File: src/rtl/rr_hold_arbiter.sv
// Round-robin arbiter with grant hold and forced revocation after MAX_HOLD cycles.
// One idle cycle always separates consecutive grants; timeout pulses in that gap.
module rr_hold_arbiter #(
  parameter int N        = 4,
  parameter int MAX_HOLD = 8,
  parameter int IDW      = 2
) (
  input  logic           clk,
  input  logic           rst,
  input  logic [N-1:0]   req,
  output logic [N-1:0]   gnt,
  output logic [IDW-1:0] gnt_id,
  output logic           busy,
  output logic           timeout
);

  localparam int CW = $clog2(MAX_HOLD + 1);
  localparam logic [CW-1:0]  MaxCnt  = CW'(MAX_HOLD);
  localparam logic [CW-1:0]  CntOne  = CW'(1);
  localparam logic [IDW-1:0] LastId  = IDW'(N - 1);
  localparam logic [N-1:0]   OneHot0 = N'(1);

  typedef enum logic [0:0] {StIdle, StGrant} state_e;

  state_e         state_q;
  logic [N-1:0]   gnt_q;
  logic [IDW-1:0] gnt_id_q;
  logic [IDW-1:0] ptr_q;
  logic [CW-1:0]  cnt_q;
  logic           timeout_q;

  logic           pick_valid;
  logic [IDW-1:0] pick_id;
  logic [IDW-1:0] ptr_next;
  logic           owner_req;
  int             idx;

  // Scan from lowest to highest priority so the last hit wins: ptr itself is highest.
  always_comb begin
    pick_valid = 1'b0;
    pick_id    = '0;
    idx        = 0;
    for (int k = N - 1; k >= 0; k--) begin
      idx = int'(ptr_q) + k;
      if (idx >= N) idx = idx - N;
      if (req[idx]) begin
        pick_valid = 1'b1;
        pick_id    = IDW'(idx);
      end
    end
  end

  assign owner_req = req[gnt_id_q];
  assign ptr_next  = (gnt_id_q == LastId) ? '0 : gnt_id_q + IDW'(1);

  always_ff @(posedge clk) begin
    if (rst) begin
      state_q   <= StIdle;
      gnt_q     <= '0;
      gnt_id_q  <= '0;
      ptr_q     <= '0;
      cnt_q     <= '0;
      timeout_q <= 1'b0;
    end else begin
      timeout_q <= 1'b0;
      unique case (state_q)
        StIdle: begin
          if (pick_valid) begin
            state_q  <= StGrant;
            gnt_q    <= OneHot0 << pick_id;
            gnt_id_q <= pick_id;
            cnt_q    <= CntOne;
          end
        end
        StGrant: begin
          // A simultaneous drop at the limit counts as a normal release.
          if (!owner_req || cnt_q == MaxCnt) begin
            state_q   <= StIdle;
            gnt_q     <= '0;
            ptr_q     <= ptr_next;
            cnt_q     <= '0;
            timeout_q <= owner_req;
          end else begin
            cnt_q <= cnt_q + CntOne;
          end
        end
        default: state_q <= StIdle;
      endcase
    end
  end

  assign gnt     = gnt_q;
  assign gnt_id  = gnt_id_q;
  assign busy    = |gnt_q;
  assign timeout = timeout_q;

endmodule

File: config.mk
export PLATFORM = sky130hd
export DESIGN_NAME = rr_hold_arbiter
export DESIGN_NICKNAME = d
export VERILOG_FILES = /design/src/rtl/rr_hold_arbiter.sv
export SDC_FILE = /design/constraint.sdc
export NUM_CORES = 1
export LEC_CHECK = 0
export ABC_AREA = 1
export CAP_MARGIN = 10
export CELL_PAD_IN_SITES_DETAIL_PLACEMENT = 1
export CELL_PAD_IN_SITES_GLOBAL_PLACEMENT = 1
export CORE_AREA = 2 2 49 62
export DETAILED_ROUTE_END_ITERATION = 7
export DIE_AREA = 0 0 51 64
export PLACE_DENSITY = 0.79
export REMOVE_ABC_BUFFERS = 1
export SYNTH_ARGS = -nofsm -noshare
export SYNTH_HDL_FRONTEND = slang
export SYNTH_SLANG_ARGS = --single-unit
File: constraint.sdc
create_clock -name clk -period 1.8 [get_ports clk]
set_input_delay 0.54 -clock clk [delete_from_list [all_inputs] [get_ports clk]]
set_output_delay 0.54 -clock clk [all_outputs]
set_load 0.02 [all_outputs]
Word-level counts from Yosys, hierarchy flattened
Index checks and enable logic that the tools add are counted.
{"block": "classes", "n_lt_le_gt_ge": 9, "mux": 36, "bitwise_logic": 2, "n_eq_ne": 4, "shift": 1, "reduce_logical": 7, "add_sub_neg": 9}
{"cell": "$lt A32 B4 Y1 const B", "count": 4}
{"cell": "$mux W32", "count": 4}
{"cell": "$mux W4", "count": 4}
{"cell": "$pmux W4 S2", "count": 2}
{"cell": "$mux W1", "count": 15}
{"cell": "$sub A3 B3 Y4 const B", "count": 3}
{"cell": "$bmux W1 S2", "count": 5}
{"cell": "$mux W2", "count": 5}
{"cell": "$ge A3 B3 Y1 const B", "count": 3}
{"cell": "$add A2 B2 Y3 const B", "count": 2}
{"cell": "$reduce_and A2 Y1", "count": 3}
{"cell": "$add A4 B1 Y4 const B", "count": 1}
{"cell": "$eq A4 B4 Y1 const B", "count": 1}
{"cell": "$reduce_or A4 Y1", "count": 1}
{"cell": "$shl A1 B2 Y4 const A", "count": 1}
{"cell": "$sub A2 B3 Y4 const B", "count": 1}
{"cell": "$add A2 B1 Y3 const B", "count": 1}
{"cell": "$ge A2 B3 Y1 const B", "count": 1}
{"cell": "$lt A2 B3 Y1 const B", "count": 1}
{"cell": "$reduce_or A3 Y1", "count": 1}
{"cell": "$add A2 B1 Y2 const B", "count": 1}
{"cell": "$eq A2 B2 Y1 const B", "count": 1}
{"cell": "$ne A2 B1 Y1 const B", "count": 1}
{"cell": "$ne A2 B2 Y1 const B", "count": 1}
{"cell": "4 further kinds", "count": 5}
{"block": "totals", "register_bits": 14, "wordCells": 74, "inputBits": 6, "out_inout_bits": 8}

Logic depth before layout (Yosys ltp)
Gate-level depths: netlist of run 1.
{"block": "depth", "word_depth": 13, "mapped_depth": 12}

Worst setup path after synthesis of run 1
No wires, ideal clock.
{"block": "synth_path", "path_type": "register to output", "from": "register gnt_q[0] (netlist: gnt[0])", "to": "output port busy", "path_stages_with_launch": 2, "t_arrival_ns": 1.013, "slack_ns": 0.247, "n_path_buf": 0, "cell_sequence": "dfxtp_1 -> or4_1"}
{"block": "synth_via", "elab_chain_cells": 1}
{"element": "start, declared", "line": "26", "rtl": "logic [N-1:0] gnt_q;"}
{"element": "start signal, assigned", "line": "70", "rtl": "gnt_q <= OneHot0 << pick_id;"}
{"element": "$reduce_or A4 Y1", "line": "94", "rtl": "assign busy = |gnt_q;"}
{"element": "end, declared", "line": "13", "rtl": "output logic busy,"}
Every way passes these cells.

Final worst setup path of run 1
{"block": "layout_path", "from": "register gnt_q[2] (netlist: gnt[2])", "to": "output port busy"}
Same word-level chain as after synthesis.

==> results of run 1 <==
[worst max-delay path: cells and delay by family, from the launching register on]
| family | cells | cell delay (ns) |
|---|---|---|
| buf+inv | 1 | 0.15 |
| simple gates | 1 | 0.54 |
| flops | 1 | 0.32 |
[power by group through the flow]
stage	clock network [mW]	logic [mW]	registers, mW
2_1_floorplan	0	0.697	0.546
3_3_place_gp	0	1.18	0.480
3_5_place_dp	0	1.23	0.488
4_1_cts	0.195	1.18	0.480
5_1_grt	0.202	1.46	0.498
6_report	0.185	1.30	0.489
[flip-flops by register name, indices dropped and copies added (netlist names)]
register / flops
ptr_q: 2
timeout: 1
cnt_q: 4
gnt: 4
state_q: 1
gnt_id: 2
[per-stage QoR]
stage	setup TNS (ns)	area, µm²	utilization	instances	setup slack [ns]
2_1_floorplan	0	888.4	-	143	0.2475
3_3_place_gp	-2.555	1144	0.4309	201	-0.2447
3_5_place_dp	-3.645	1144	0.4309	201	-0.3312
4_1_cts	-0.03396	1156	0.4356	204	-0.03396
5_1_grt	-0.05896	1210	0.4559	204	-0.05896
6_report	-0.03990	1210	0.4559	204	-0.03990
[final timing paths]
kind | startpoint | endpoint | slack, ns | cells after the start
setup reg to reg | ptr_q[1] | gnt_id[1] | 0.28 | 11
hold / removal | cnt_q[1] | cnt_q[1] | 0.48 | 2
setup / recovery | gnt[2] | busy | -0.04 | 2
hold reg to reg | cnt_q[1] | cnt_q[1] | 0.48 | 2
[cell families (layout without fill, tap and decap cells)]
group	Yosys count	in the layout	share of synthesized area
AO/OA/AOI/OAI	15	15	0.08591
XOR/XNOR	1	1	0.009861
adder cells (fa/ha/maj)	3	3	0.04226
buffers and inverters	24	51	0.1042
flip-flops	14	14	0.3155
AND/OR/NAND/NOR	86	86	0.4423
[repair_timing]
| action | in CTS | in global routing |
|---|---|---|
| pin swaps | 0 | 2 |
| endpoints found under the setup margin | 9 | 15 |
| cloned | 0 | 0 |
| gates resized for setup | 11 | 23 |
| endpoints found under the hold margin | 0 | 0 |
[metal layers]
metal  up-vias  track usage  wire length [µm]
met5         -            0                 0
met4         0      0.07095                48
met3         5      0.01402                25
met2         5       0.3393              1476
met1       469       0.1809              1005
li1        499            -                 -
[layout make-up]
cell class              count  area, µm²  area share
multi-input cells         105      554.3      0.4581
flip-flops and latches     14      281.5      0.2327
well taps                  34      42.54     0.03516
clock buffers               3      22.52     0.01861
inverters                  24      92.59     0.07653
repair buffers             24      216.5      0.1789
[placed cells by master, fill, tap and decap left out, drive strengths merged]
master,count
clkdlybuf4s50,2
nand2,59
or4,1
ha,3
o22ai,1
clkbuf,3
and2,1
a21oi,7
buf,12
inv,24
dlygate4sd2,6
dlymetal6s2s,4
nand3,13
dfxtp,14
nor3,1
or2,1
o21ai,7
xor2,1
nor2,10
==> flow_summary.json, run 1 <==
{
  "syn_area_per_cell_um2": 6.212,
  "gp_congestion": 0.7313,
  "routedWlPerCell_um": 12.52,
  "grt_pass1_vias": 1020,
  "seq_area_frac_synth": 0.3155,
  "synth_edf_count": 0,
  "vias_per_cell": 4.794,
  "p_sw_mw": 0.9711,
  "die_area_um2": 3264,
  "final.fill_count": 367,
  "routed_wl_um": 2555,
  "p_sw_frac": 0.4922,
  "area_growth_syn_to_layout_pct": 36.20,
  "ant_nets": 0,
  "post-route-min-period_ns": 1.840,
  "fin_ws_ns": -0.03990,
  "path_cells": "or4_4, buf_6",
  "die_x_um": 51,
  "synth_area_um2": 888.4,
  "finalMaxSlewViolations": 0,
  "diodes": 0,
  "min_period_over_period": 1.022,
  "synth_area_leaders": "dfxtp_1, nand2_1, inv_1",
  "critPathRequiredTime_ns": 1.26,
  "comb_power_share": 0.658,
  "crit_path_top_delay_cell": "or4_4",
  "numCtsBuffers": 3,
  "max_slew_margin": 0.8444,
  "grt_max_degree": 10,
  "clockPowerShare": 0.094,
  "start_util": 0.3347,
  "num_vias": 978,
  "tritoncts": "done",
  "cts_htree_levels": 1,
  "cts-root-buf": "clkbuf_4",
  "drv_cap": 0,
  "cp_slowest_stage_delay_ns": 0.54,
  "setup_viol": 1,
  "drc_errors": 0,
  "drive_gt1_frac": 0.2294,
  "whs_ns": 0.4829,
  "post_cts_buffers": 0,
  "postSynthCellCount": 143,
  "status": "complete, but fails checks",
  "synth_seq_cells": 14,
  "p_int_mw": 1.002,
  "first_pass_iters": 4,
  "yosysTopAreaCell": "dfxtp_1",
  "hpwl_um": 2066,
  "grt_overflow": 0,
  "async_reset_ff_frac": 0,
  "leakage_nw": 0.6965,
  "antenna_found_initial": 0,
  "power.density_nw_per_um2": 1631,
  "path_class": "reg -> out",
  "synth_common_cells": "nand2_1, inv_1, dfxtp_1, nand3_1, nor2_1",
  "fp.coreArea_um2": 2654,
  "violations": "setup timing",
  "pwr-share-seq": 0.248,
  "initialDrtViolationCount": 15,
  "irDropWorstVdd_v": 0.0006226,
  "endpoint_kind": "primary output",
  "grt_pass1_wl_um": 4333,
  "cts_buffer_depth": 2,
  "portBuffers": 13,
  "arrival_ns": 1.30,
  "clock_latency_ns": 0.29,
  "ys.flop_type": "dfxtp_1",
  "final_hold_viol_count": 0,
  "crit_fanout": 2,
  "yosysMostFrequentCell": "nand2_1",
  "track_usage": 0.1731,
  "nets": 181,
  "clock_sinks": 14,
  "synth.distinct_cells": 20,
  "fmax_mhz": 543.5,
  "synth.top_cell.area_share": 0.3155,
  "dieHeight_um": 64,
  "io_pins": 14,
  "postCtsHoldBufs": 0,
  "min_path_type": "reg -> reg",
  "fin_skew_ns": 0.004696,
  "worst_setup_path_start_kind": "register",
  "rsz0062_at_grt": "yes",
  "cts.clk_slew.worst_paths_ns": 0.09,
  "yosys_warnings": 0,
  "total_power_mw": 1.973,
  "num_rows": 21,
  "worstMarginPinSlew_ns": 0.2317
}
(Power assumes the default switching activity.)
==> run 2: changes to the inputs <==
--- a/config.mk
+++ b/config.mk
@@ -14,6 +14,7 @@
 export DIE_AREA = 0 0 51 64
 export PLACE_DENSITY = 0.79
 export REMOVE_ABC_BUFFERS = 1
+export SETUP_SLACK_MARGIN = 0.1
 export SYNTH_ARGS = -nofsm -noshare
 export SYNTH_HDL_FRONTEND = slang
 export SYNTH_SLANG_ARGS = --single-unit
==> run 2 against run 1 <==
  * The flow still finishes with violations (setup timing)
  * Clock power about the same
  * Sequential power about the same
  * Routed wire length hardly changed
  * Total power is 0.27% higher
  * Largest power group unchanged
==> flow_summary.json, run 2 (synthesized netlist as in run 1, its figures left out) <==
{
  "status": "complete, but fails checks",
  "violations": "setup timing",
  "gp_congestion": 0.7313,
  "path_cells": "or4_4, buf_6",
  "dieHeight_um": 64,
  "start_util": 0.3347,
  "postLayoutCoreUtil": 0.4531,
  "die_x_um": 51,
  "fin_cells": 204,
  "ant_nets": 0,
  "dp_cells": 201,
  "vias_per_cell": 4.755,
  "power.density_nw_per_um2": 1645,
  "grt_pass1_vias": 1034,
  "portBuffers": 13,
  "fp.coreArea_um2": 2654,
  "worstMarginPinSlew_ns": 0.2315,
  "critPathRequiredTime_ns": 1.26,
  "finalMaxSlewViolations": 0,
  "antenna_found_initial": 0,
  "postCtsHoldBufs": 0,
  "diodes": 0,
  "tns_ns": -0.03305,
  "tritoncts": "done",
  "path_class": "reg -> out",
  "cts-root-buf": "clkbuf_4",
  "die_area_um2": 3264,
  "grt_max_degree": 10,
  "clock_latency_ns": 0.29,
  "numCtsBuffers": 3,
  "routedWlPerCell_um": 12.52,
  "leakage_nw": 0.6793,
  "crit_fanout": 2,
  "cts.clk_slew.worst_paths_ns": 0.08,
  "cts_buffer_depth": 2,
  "reg2reg_setup_slack_ns": 0.32,
  "first_pass_iters": 4,
  "max_slew_margin": 0.8444,
  "setup_viol": 1,
  "arrival_ns": 1.29,
  "area_growth_syn_to_layout_pct": 35.35,
  "final_hold_viol_count": 0,
  "endpoint_kind": "primary output",
  "cts_htree_levels": 1,
  "whs_ns": 0.4815,
  "track_usage": 0.1794,
  "fin_skew_ns": 0.003805,
  "grt_pass1_wl_um": 4464,
  "drv_cap": 0,
  "fin_ws_ns": -0.03305,
  "post-route-min-period_ns": 1.833,
  "min_path_type": "reg -> reg",
  "num_vias": 970,
  "crit_path_top_delay_cell": "or4_4",
  "irDropWorstVdd_v": 0.0006201,
  "nets": 181,
  "initialDrtViolationCount": 9,
  "final.fill_count": 369,
  "layout_common_cells": "nand2_1, inv_1, nand2_2, nand3_1, dfxtp_1",
  "min_period_over_period": 1.018,
  "worst_setup_path_start_kind": "register",
  "cp_slowest_stage_delay_ns": 0.54,
  "fmax_mhz": 545.5,
  "drc_errors": 0,
  "grt_overflow": 0,
  "io_pins": 14,
  "rsz0062_at_grt": "yes",
  "drive_gt1_frac": 0.2353,
  "clock_sinks": 14,
  "total_power_mw": 1.978,
  "num_rows": 21,
  "routed_wl_um": 2554,
  "hpwl_um": 2066,
  "layout_commonest_cell": "nand2_1"
}
==> run 2: cell types whose count changed in the layout (fill, tap and decap cells not counted), sizes merged <==
cell	before	now
clkdlybuf4s50	2	1
dlygate4sd2	6	10
dlymetal6s2s	4	1
==> run 2: path summary, 6_finish.rpt <==
kind,start,to,cells past startpoint
worst max-delay path,gnt[2],busy,2
worst min-delay path,cnt_q[1],cnt_q[1],2
worst max register to register,ptr_q[1],gnt[1],12
worst min register to register,cnt_q[1],cnt_q[1],2
==> run 2: metal layers <==
metal,GRT usage,up-vias,routed length (µm)
met4,0.07095,0,46
li1,-,497,-
met1,0.1838,460,999
met3,0.01402,5,27
met2,0.3571,8,1480
met5,0,-,0
==> run 2: stage by stage <==
step                      area (µm²)  setup slack (ns)
after floorplan                888.4            0.2475
after global placement          1144           -0.2447
after detailed placement        1144           -0.3312
after CTS                       1180          -0.03396
after global routing            1202          -0.05896
final                           1202          -0.03305
==> run 2: report_power, final <==
part	switching (mW)	total [mW]	leakage, nW	internal [mW]
combinational	0.780	1.30	0.550	0.524
sequential	0.0893	0.491	0.116	0.402
clock	0.106	0.184	0.0138	0.0779
total	0.975	1.98	0.679	1.00
==> run 2: area by class of cell <==
| type | count | area [µm²] | area share |
|---|---|---|---|
| well taps | 34 | 42.54 | 0.03538 |
| repair buffers | 24 | 203.9 | 0.1696 |
| multi-input cells | 105 | 555.5 | 0.4620 |
| clock buffers | 3 | 22.52 | 0.01873 |
| inverters | 24 | 95.09 | 0.07908 |
| flip-flops and latches | 14 | 282.8 | 0.2352 |
==> run 2: what timing repair did <==
action	in CTS	in global routing
setup endpoints to repair	20	15
pin swaps	1	1
gates resized for setup	28	9
buffers inserted	0	0
==> run 2: critical path: cells and delay by family (launching register included) <==
kind / cells / cell delay (ns)
and+or+nand+nor: 1 / 0.54
DFF: 1 / 0.32
buffers and inverters: 1 / 0.15
==> run 3: changes to the inputs <==
--- a/config.mk
+++ b/config.mk
@@ -5,14 +5,14 @@
 export SDC_FILE = /design/constraint.sdc
 export NUM_CORES = 1
 export LEC_CHECK = 0
-export ABC_AREA = 1
+export ABC_AREA = 0
 export CAP_MARGIN = 10
 export CELL_PAD_IN_SITES_DETAIL_PLACEMENT = 1
 export CELL_PAD_IN_SITES_GLOBAL_PLACEMENT = 1
-export CORE_AREA = 2 2 49 62
+export CORE_AREA = 2 2 43 55
 export DETAILED_ROUTE_END_ITERATION = 7
-export DIE_AREA = 0 0 51 64
-export PLACE_DENSITY = 0.79
+export DIE_AREA = 0 0 45 57
+export PLACE_DENSITY = 0.78
 export REMOVE_ABC_BUFFERS = 1
 export SETUP_SLACK_MARGIN = 0.1
 export SYNTH_ARGS = -nofsm -noshare
==> run 3 against run 2 <==
  * The flow still finishes with violations (setup timing)
  * Total power down 60%
  * Clock power grew 28%
  * Sequential share of layout area up 4.4 points
  * Highest routed layer unchanged
  * Largest cell class unchanged
==> flow_summary.json, run 3 <==
{
  "min_period_over_period": 1.009,
  "diodes": 0,
  "initialDrtViolationCount": 9,
  "cts_buffer_depth": 2,
  "worst_setup_path_start_kind": "register",
  "path_cells": "or4_4, buf_6",
  "crit_path_start": "gnt[0]",
  "arrival_ns": 1.28,
  "start_util": 0.3325,
  "track_usage": 0.1778,
  "synth_area_leaders": "dfxtp_1, nor2_1, a22oi_1",
  "min_path_type": "reg -> reg",
  "worstMarginPinSlew_ns": 0.4059,
  "crit_path_top_delay_cell": "or4_4",
  "postSynthCellCount": 78,
  "syn_area_per_cell_um2": 8.919,
  "cp_slowest_stage_delay_ns": 0.53,
  "violations": "setup timing",
  "synth_edf_count": 0,
  "ys.flop_type": "dfxtp_1",
  "reg2reg_setup_slack_ns": 0.09,
  "fin_skew_ns": 0.007304,
  "post-route-min-period_ns": 1.815,
  "grt_pass1_wl_um": 3450,
  "clockPowerShare": 0.296,
  "synth_top_family_by_area": "simple AND/OR/NAND/NOR gates",
  "hpwl_um": 1471,
  "r2r_cells": 5,
  "rsz0062_at_grt": "yes",
  "status": "complete, but fails checks",
  "cts.clk_slew.worst_paths_ns": 0.09,
  "num_rows": 19,
  "synth_area_um2": 695.7,
  "synth_compound_area_frac": 0.2086,
  "fmax_mhz": 550.9,
  "synth_fa_ha_area_frac": 0.05396,
  "irDropWorstVdd_v": 0.0004693,
  "drive_gt1_frac": 0.3636,
  "die_area_um2": 2565,
  "synth_seq_cells": 14,
  "portBuffers": 13,
  "clock_sinks": 14,
  "routedWlPerCell_um": 16.21,
  "routed_wl_um": 2124,
  "muxShareOfSynthArea": 0.06115,
  "fp.coreArea_um2": 2092,
  "endpoint": "busy",
  "pre_cts_slack_ns": -0.5732,
  "layout_commonest_cell": "buf_4",
  "max_slew_margin": 0.7266,
  "p_sw_frac": 0.2976,
  "path_class": "reg -> out",
  "num_vias": 704,
  "p_sw_mw": 0.2370,
  "total_power_mw": 0.7962,
  "synth-xor-area-share": 0,
  "nets": 120,
  "endpoint_kind": "primary output",
  "tritoncts": "done",
  "power.density_nw_per_um2": 786.6,
  "p_int_mw": 0.5593,
  "async_reset_ff_frac": 0,
  "finalMaxSlewViolations": 0,
  "gp_congestion": 0.7657,
  "r2r-start": "gnt_id[0]",
  "cts_htree_levels": 1,
  "drc_errors": 0,
  "comb_power_share": 0.269,
  "leakage_nw": 0.4568,
  "postCtsHoldBufs": 0,
  "area_growth_syn_to_layout_pct": 45.50,
  "first_pass_iters": 3,
  "synthSimpleGateAreaFrac": 0.2410,
  "grt_overflow": 0,
  "yosysTopAreaCell": "dfxtp_1",
  "final_hold_viol_count": 0,
  "vias_per_cell": 5.374,
  "tns_ns": -0.01531,
  "antenna_found_initial": 0,
  "setup_viol": 1,
  "dieHeight_um": 57,
  "yosys_warnings": 0,
  "synth.top_cell.area_share": 0.4029,
  "seq_area_frac_synth": 0.4029,
  "synth.distinct_cells": 31,
  "synth_common_cells": "dfxtp_1, nor2_1, a22oi_1, inv_1, a21oi_1",
  "ant_nets": 0,
  "whs_ns": 0.5195,
  "yosysMostFrequentCell": "dfxtp_1",
  "pwr-share-seq": 0.435,
  "die_x_um": 45,
  "fin_ws_ns": -0.01531,
  "crit_fanout": 2,
  "numCtsBuffers": 3,
  "grt_pass1_vias": 776,
  "io_pins": 14,
  "clock_latency_ns": 0.28,
  "r2r_end": "gnt[1]",
  "critPathRequiredTime_ns": 1.26,
  "layout_common_cells": "buf_4, nor2_1, dfxtp_1",
  "grt_max_degree": 9,
  "cts-root-buf": "clkbuf_4",
  "drv_cap": 0
}
## run 3: cell types whose count changed in the layout (fill, tap and decap cells not counted), sizes merged, moves of 4 or more
| cell | delta |
|---|---|
| o21ai | -4 |
| buf | +9 |
| a22oi | +5 |
| nand3 | -11 |
| inv | -19 |
| nand2 | -57 |
## run 3: layout make-up
cell class / instances / area, µm²
Clock buffer: 4 / 36.28
Tap cell: 21 / 26.28
Fill cell: 260 / 1080
Multi-Input combinational cell: 58 / 425.4
Inverter: 5 / 18.77
Timing Repair Buffer: 29 / 222.7
Sequential cell: 14 / 282.8
## run 3: timing repair
item | in CTS | in global routing
gates resized for setup | 32 | 8
setup buffers | 1 | 0
setup endpoints to repair | 21 | 6
pin swaps | 4 | 3
## run 3: how the worst min path moves through the flow
stage,start,slack (ns),to,cells past startpoint
finish,cnt_q[2],0.52,cnt_q[2],2
CTS,cnt_q[2],0.52,cnt_q[2],2
global route,cnt_q[0],0.55,cnt_q[0],2
floorplan,cnt_q[2],0.46,cnt_q[2],2
detailed placement,cnt_q[2],0.51,cnt_q[2],2
global placement,cnt_q[2],0.49,cnt_q[2],2
## run 3: critical path, delay by kind of cell, from the launching register on
kind	cells	cell delay (ns)
buffers and inverters	1	0.15
DFF	1	0.32
and+or+nand+nor	1	0.53
## run 3: power groups by stage
stage	combinational [mW]	clock, mW	sequential [mW]
6_report	0.214	0.236	0.346
5_1_grt	0.233	0.251	0.348
4_1_cts	0.197	0.235	0.344
3_5_place_dp	0.199	0	0.351
3_3_place_gp	0.193	0	0.350
2_1_floorplan	0.0841	0	0.360
## run 3: kinds of logic (layout without fill, tap and decap cells)
kind of cell / count (synthesis) / after routing
buf+inv: 6 / 38
flops: 14 / 14
compound gates: 21 / 21
fa+ha+maj: 3 / 3
mux: 3 / 3
simple gates: 31 / 31
## run 3: metrics by stage
step / std cells / area, µm² / util
finish: 131 / 1012 / 0.4839
global route: 131 / 1012 / 0.4839
CTS: 131 / 984.7 / 0.4707
detailed placement: 126 / 960.9 / 0.4593
global placement: 126 / 960.9 / 0.4593
floorplan: 77 / 691.9 / -
## run 3: per-layer routing
layer	routed length (µm)	track usage
met2	1075	0.3143
met1	958	0.2207
met4	26	0.06303
met3	64	0.009494
met5	0	0
==> edit 1 (flow settings as in run 3) <==
Change the parameter `IDW` from 2 to 1.
--- a/src/rtl/rr_hold_arbiter.sv
+++ b/src/rtl/rr_hold_arbiter.sv
@@ -3,7 +3,7 @@
 module rr_hold_arbiter #(
   parameter int N        = 4,
   parameter int MAX_HOLD = 8,
-  parameter int IDW      = 2
+  parameter int IDW      = 1
 ) (
   input  logic           clk,
   input  logic           rst,
Interface: changed (resized gnt_id); port bits go from 14 to 13. No check against the original RTL was run, so the function may have changed too.
==> edit 1 against run 3 <==
  * Sequential cell count decreased by 4
  * Die area unchanged
  * Clock power decreased by 6%
  * Area after synthesis decreased by 21%
  * Total power decreased by 28%
  * Non-clock buffer count decreased by 13
  * Routed wire length decreased by 35%
  * Worst setup slack improved by 0.15 ns
  * Design area decreased by 27%
==> edit 1: results (changes against run 3) <==
[sta]
fin_worst_skew_ns=0.003134  ; -0.004169 ns
hold_ws_ns=0.5235  ; +0.004025 ns
timing.final.ws_setup_ns=0.1392  ; +0.1546 ns

[finish]
postLayoutCellArea_um2=735.7  ; -27%
drive_gt1_share_pct=22.67  ; -14 points
fillers=241  ; -7.3%
layout.nets=84  ; -30%

[setup_path]
cp.arrival_ns=1.83  ; +0.55 ns
regToRegSetupSlack_ns=0.32  ; +0.23 ns
r2r_cells=5  ; unchanged
cp-endpoint=ptr_q$_SDFFE_PP0P_
crit_path_max_fanout=3  ; +1
regToRegStartpoint=cnt_q[0]$_SDFFE_PP0P_
cp-startpoint=req[1]

[cts]
cts_root_buffer=clkbuf_4
postCtsResizedCells=5  ; -84%
cts_setup_buffers=0  ; -1
cts_buffers=3  ; unchanged

[run_status]
outcome=complete, no violations

[grt]
met3_usage_pct=1.899  ; +0.95 points
grtUsageMet2_pct=20.00  ; -11 points
grt_use_total_pct=12.83  ; -4.9 points
grt_pass1_wl_mm=2.387  ; -31%
grt_util_met1_pct=15.72  ; -6.4 points
grt_pass1_vias=533  ; -31%
grt_max_degree=15  ; +6

[placement]
postPlaceCellArea_um2=704.4  ; -27%
place.gp.congestion=0.7439  ; -2.8%
port_buffers=10  ; -3
numPlacedInstances=92  ; -27%
post-dp-hpwl_um=995.6  ; -32%
dp_slack_ns=-0.1591  ; +0.4141 ns

[worst_hold_path]
holdPathStages=2  ; unchanged
min_to=gnt[1]$_SDFFE_PP0P_
hold_path.class=reg -> reg
hold_start=gnt[1]$_SDFFE_PP0P_

[detailed_routing]
drtIter0Drc=7  ; -2
wl_met2_um=734  ; -32%
m1WireLength_um=568  ; -41%
drt_wl_total_mm=1.377  ; -35%
wire_per_inst_um=14.34  ; -12%
wl_met3_um=31  ; -52%
drtPass1Iterations=4  ; +1
vias=507  ; -28%

[power]
leakage_nw=0.3352  ; -27%
pwr-share-comb_pct=18.5  ; -8.4 points
ir_worst_vdd_uv=263.8  ; -44%
p_sw_share_pct=29.01  ; -0.75 points
clock_power_mw=0.222  ; -6%
powerComb_mw=0.107  ; -50%

[logic_synthesis]
syn_area_per_cell_um2=9.513  ; +6.7%
ys_top_cells_by_count=dfxtp_1 (10), a21oi_1 (5), inv_1 (4), nor2b_1 (4), nand3b_1 (3)
yosysSeqAreaShare_pct=36.28  ; -4.0 points
ys_types=32  ; +3.2%
ys_top_cells_by_area=dfxtp_1 (36%), a21oi_1 (4.5%), ha_1 (4.5%)

[edit 1: cell types whose count changed after synthesis, sizes merged, moves of 3 or more]
cell	change
nor2	-12
buf	+3
a22oi	-5
nor2b	+3
dfxtp	-4
[edit 1: worst max-delay path: stages]
cell and delay [ns]:
clkdlybuf4s50_1 0.48, mux2_2 0.34, a21boi_4 0.14, mux2_1 0.33
[edit 1: kinds of logic (layout without fill, tap and decap cells)]
kind of cell / count (synthesis) / count (layout) / synth area share, %
compound gates: 15 / 15 / 21.31
mux: 2 / 2 / 4.081
flops: 10 / 10 / 36.28
simple gates: 19 / 19 / 24.71
xor+xnor: 1 / 1 / 1.588
other cells: 1 / 2 / 0.6796
fa+ha+maj: 2 / 2 / 4.534
buf+inv: 8 / 24 / 6.800
[edit 1: final cells by class]
type / count / area share (%)
Inverter: 4 / 2.041
Tap cell: 21 / 3.571
Timing Repair Buffer: 16 / 19.05
Sequential cell: 10 / 27.21
Clock buffer: 4 / 4.932
Multi-Input combinational cell: 41 / 43.20
==> edit 2 (config.mk and constraints of run 3) <==
Made on the original files. Register the output `timeout` once more, without a reset; this adds one clock of latency there. The other outputs are not delayed to match. Comments in the files are not updated.
--- a/src/rtl/rr_hold_arbiter.sv
+++ b/src/rtl/rr_hold_arbiter.sv
@@ -92,7 +92,9 @@
   assign gnt     = gnt_q;
   assign gnt_id  = gnt_id_q;
   assign busy    = |gnt_q;
-  assign timeout = timeout_q;
+  always_ff @(posedge clk) begin
+    timeout <= timeout_q;
+  end
 
 endmodule
 
Behaviour: not the same (a bounded check fails within 10 cycles, from zero or initial values and one cycle with rst high).
==> edit 2 against run 3 <==
  * The run still ends with negative setup slack left
  * Total power down 3.9%
  * Area after synthesis grew 9.2%
  * Routed wire length decreased by 8.9%
  * Design area up 2.6%
  * Sequential cell count grew 1
  * Worst setup slack gained 0.0090 ns
  * Core utilization is 1.3 points higher
==> edit 2: results (changes against run 3) <==
[run_status]
outcome=complete, but fails checks
violations=negative setup slack

[logic_synthesis]
ys_top_cells_by_count=dfxtp_1 (15), a21oi_1 (6), nand2_1 (6), nor2_1 (6), nor2b_1 (6)
synthAdderAreaFrac_pct=4.942  ; -0.45 points
synthArstFlopShare_pct=0  ; unchanged
ys_top_cells_by_area=dfxtp_1 (40%), ha_1 (4.9%), nand3b_1 (4.9%)
synth_compound_area_share_pct=19.28  ; -1.6 points
synth_mux_area_share_pct=4.283  ; -1.8 points
yosysSeqAreaShare_pct=39.54  ; -0.75 points
syn_area_per_cell_um2=9.262  ; +3.8%
ys_types=32  ; +3.2%
synth_xor_area_share_pct=1.153  ; +1.2 points

[finish]
layout.cells.non_filler=129  ; -1.5%
fillers=257  ; -1.2%
postLayoutCellArea_um2=1039  ; +2.6%
drive_gt1_share_pct=29.63  ; -6.7 points
layout.nets=118  ; -1.7%

[grt]
grt_max_degree=20  ; +11
grt_use_total_pct=17.57  ; -0.21 points
grt_pass1_wl_mm=3.325  ; -3.6%
grt_pass1_vias=761  ; -1.9%

[setup_path]
cp.arrival_ns=1.27
cp-startpoint=gnt[1]$_SDFFE_PP0P_

[sta]
fin_worst_skew_ns=0.001208  ; -0.006096 ns
hold_viol=0  ; unchanged
timing.final.ws_setup_ns=-0.006315  ; +0.008997 ns
worstMarginPinSlew_ns=0.3746  ; -0.03124 ns
finalSetupTns_ns=-0.006315  ; +0.008997 ns
final-setup-viol-count=1  ; unchanged

[cts]
path_clk_slew_ns=0.09  ; about the same
cts_setup_buffers=0  ; -1
cts_root_buffer=clkbuf_4
ctsHtreeMaxLevel=1  ; unchanged

[detailed_routing]
vias=706  ; +0.28%
wire_per_inst_um=14.99  ; -7.5%
drtPass1Iterations=5  ; +2

[power]
ir_worst_vdd_uv=443.4  ; -5.5%
leakage_nw=0.4427  ; -3.1%
p_int_mw=0.5384  ; -3.7%

[placement]
place.gp.congestion=0.7876  ; +2.9%
port_buffers=13  ; unchanged
dp_slack_ns=-0.4130  ; +0.1602 ns
post-dp-hpwl_mm=1.478  ; +0.52%

[worst_hold_path]
hold_start=timeout_q$_SDFF_PP0_

==> edit 2: critical path: stages (launching register included) <==
cell and delay, ns:
dfxtp_1 0.32, or4_4 0.53, buf_6 0.15
==> edit 2: worst paths after layout <==
kind,to,slack (ns),depth (start not counted)
setup reg to reg,ptr_q[1]$_SDFFE_PP0P_,0.29,4
hold reg to reg,timeout$_DFF_P_,0.33,0
setup / recovery,busy,-0.006,2
hold / removal,timeout$_DFF_P_,0.33,0
==> edit 2: layer usage <==
layer | part of all wire, % | track usage (%) | vias up
li1 | - | - | 350
met2 | 55 | 31.63 | 7
met3 | 1.9 | 1.899 | 2
met1 | 41 | 19.41 | 347
met5 | 0 | 0 | -
met4 | 1.5 | 8.824 | 0
==> edit 2: what timing repair did <==
item | CTS | global route
pin swaps | 1 | 4
endpoints found under the setup margin | 21 | 8
gates resized for setup | 18 | 14
==> edit 2: power groups by stage <==
stage	clock [mW]	sequential, mW	combinational (mW)
6_report	0.190	0.370	0.205
3_3_place_gp	0	0.375	0.199
2_1_floorplan	0	0.385	0.0881
4_1_cts	0.201	0.369	0.193
3_5_place_dp	0	0.375	0.204
5_1_grt	0.214	0.374	0.226
==> edit 2: area by class of cell <==
cell class / instances / area share [%]
clock buffers: 3 / 2.169
clock inverters: 1 / 0.4819
inverters: 4 / 1.446
multi-input cells: 60 / 43.73
flip-flops and latches: 15 / 29.16
well taps: 21 / 2.530
repair buffers: 25 / 20.48
==> edit 2: cell families after synthesis <==
kind of cell,Yosys count
muxes,2
AOI/OAI and AO/OA,19
and+or+nand+nor,35
DFF,15
xor gates and xnor gates,1
adders and majority gates,3
buffers and inverters,7
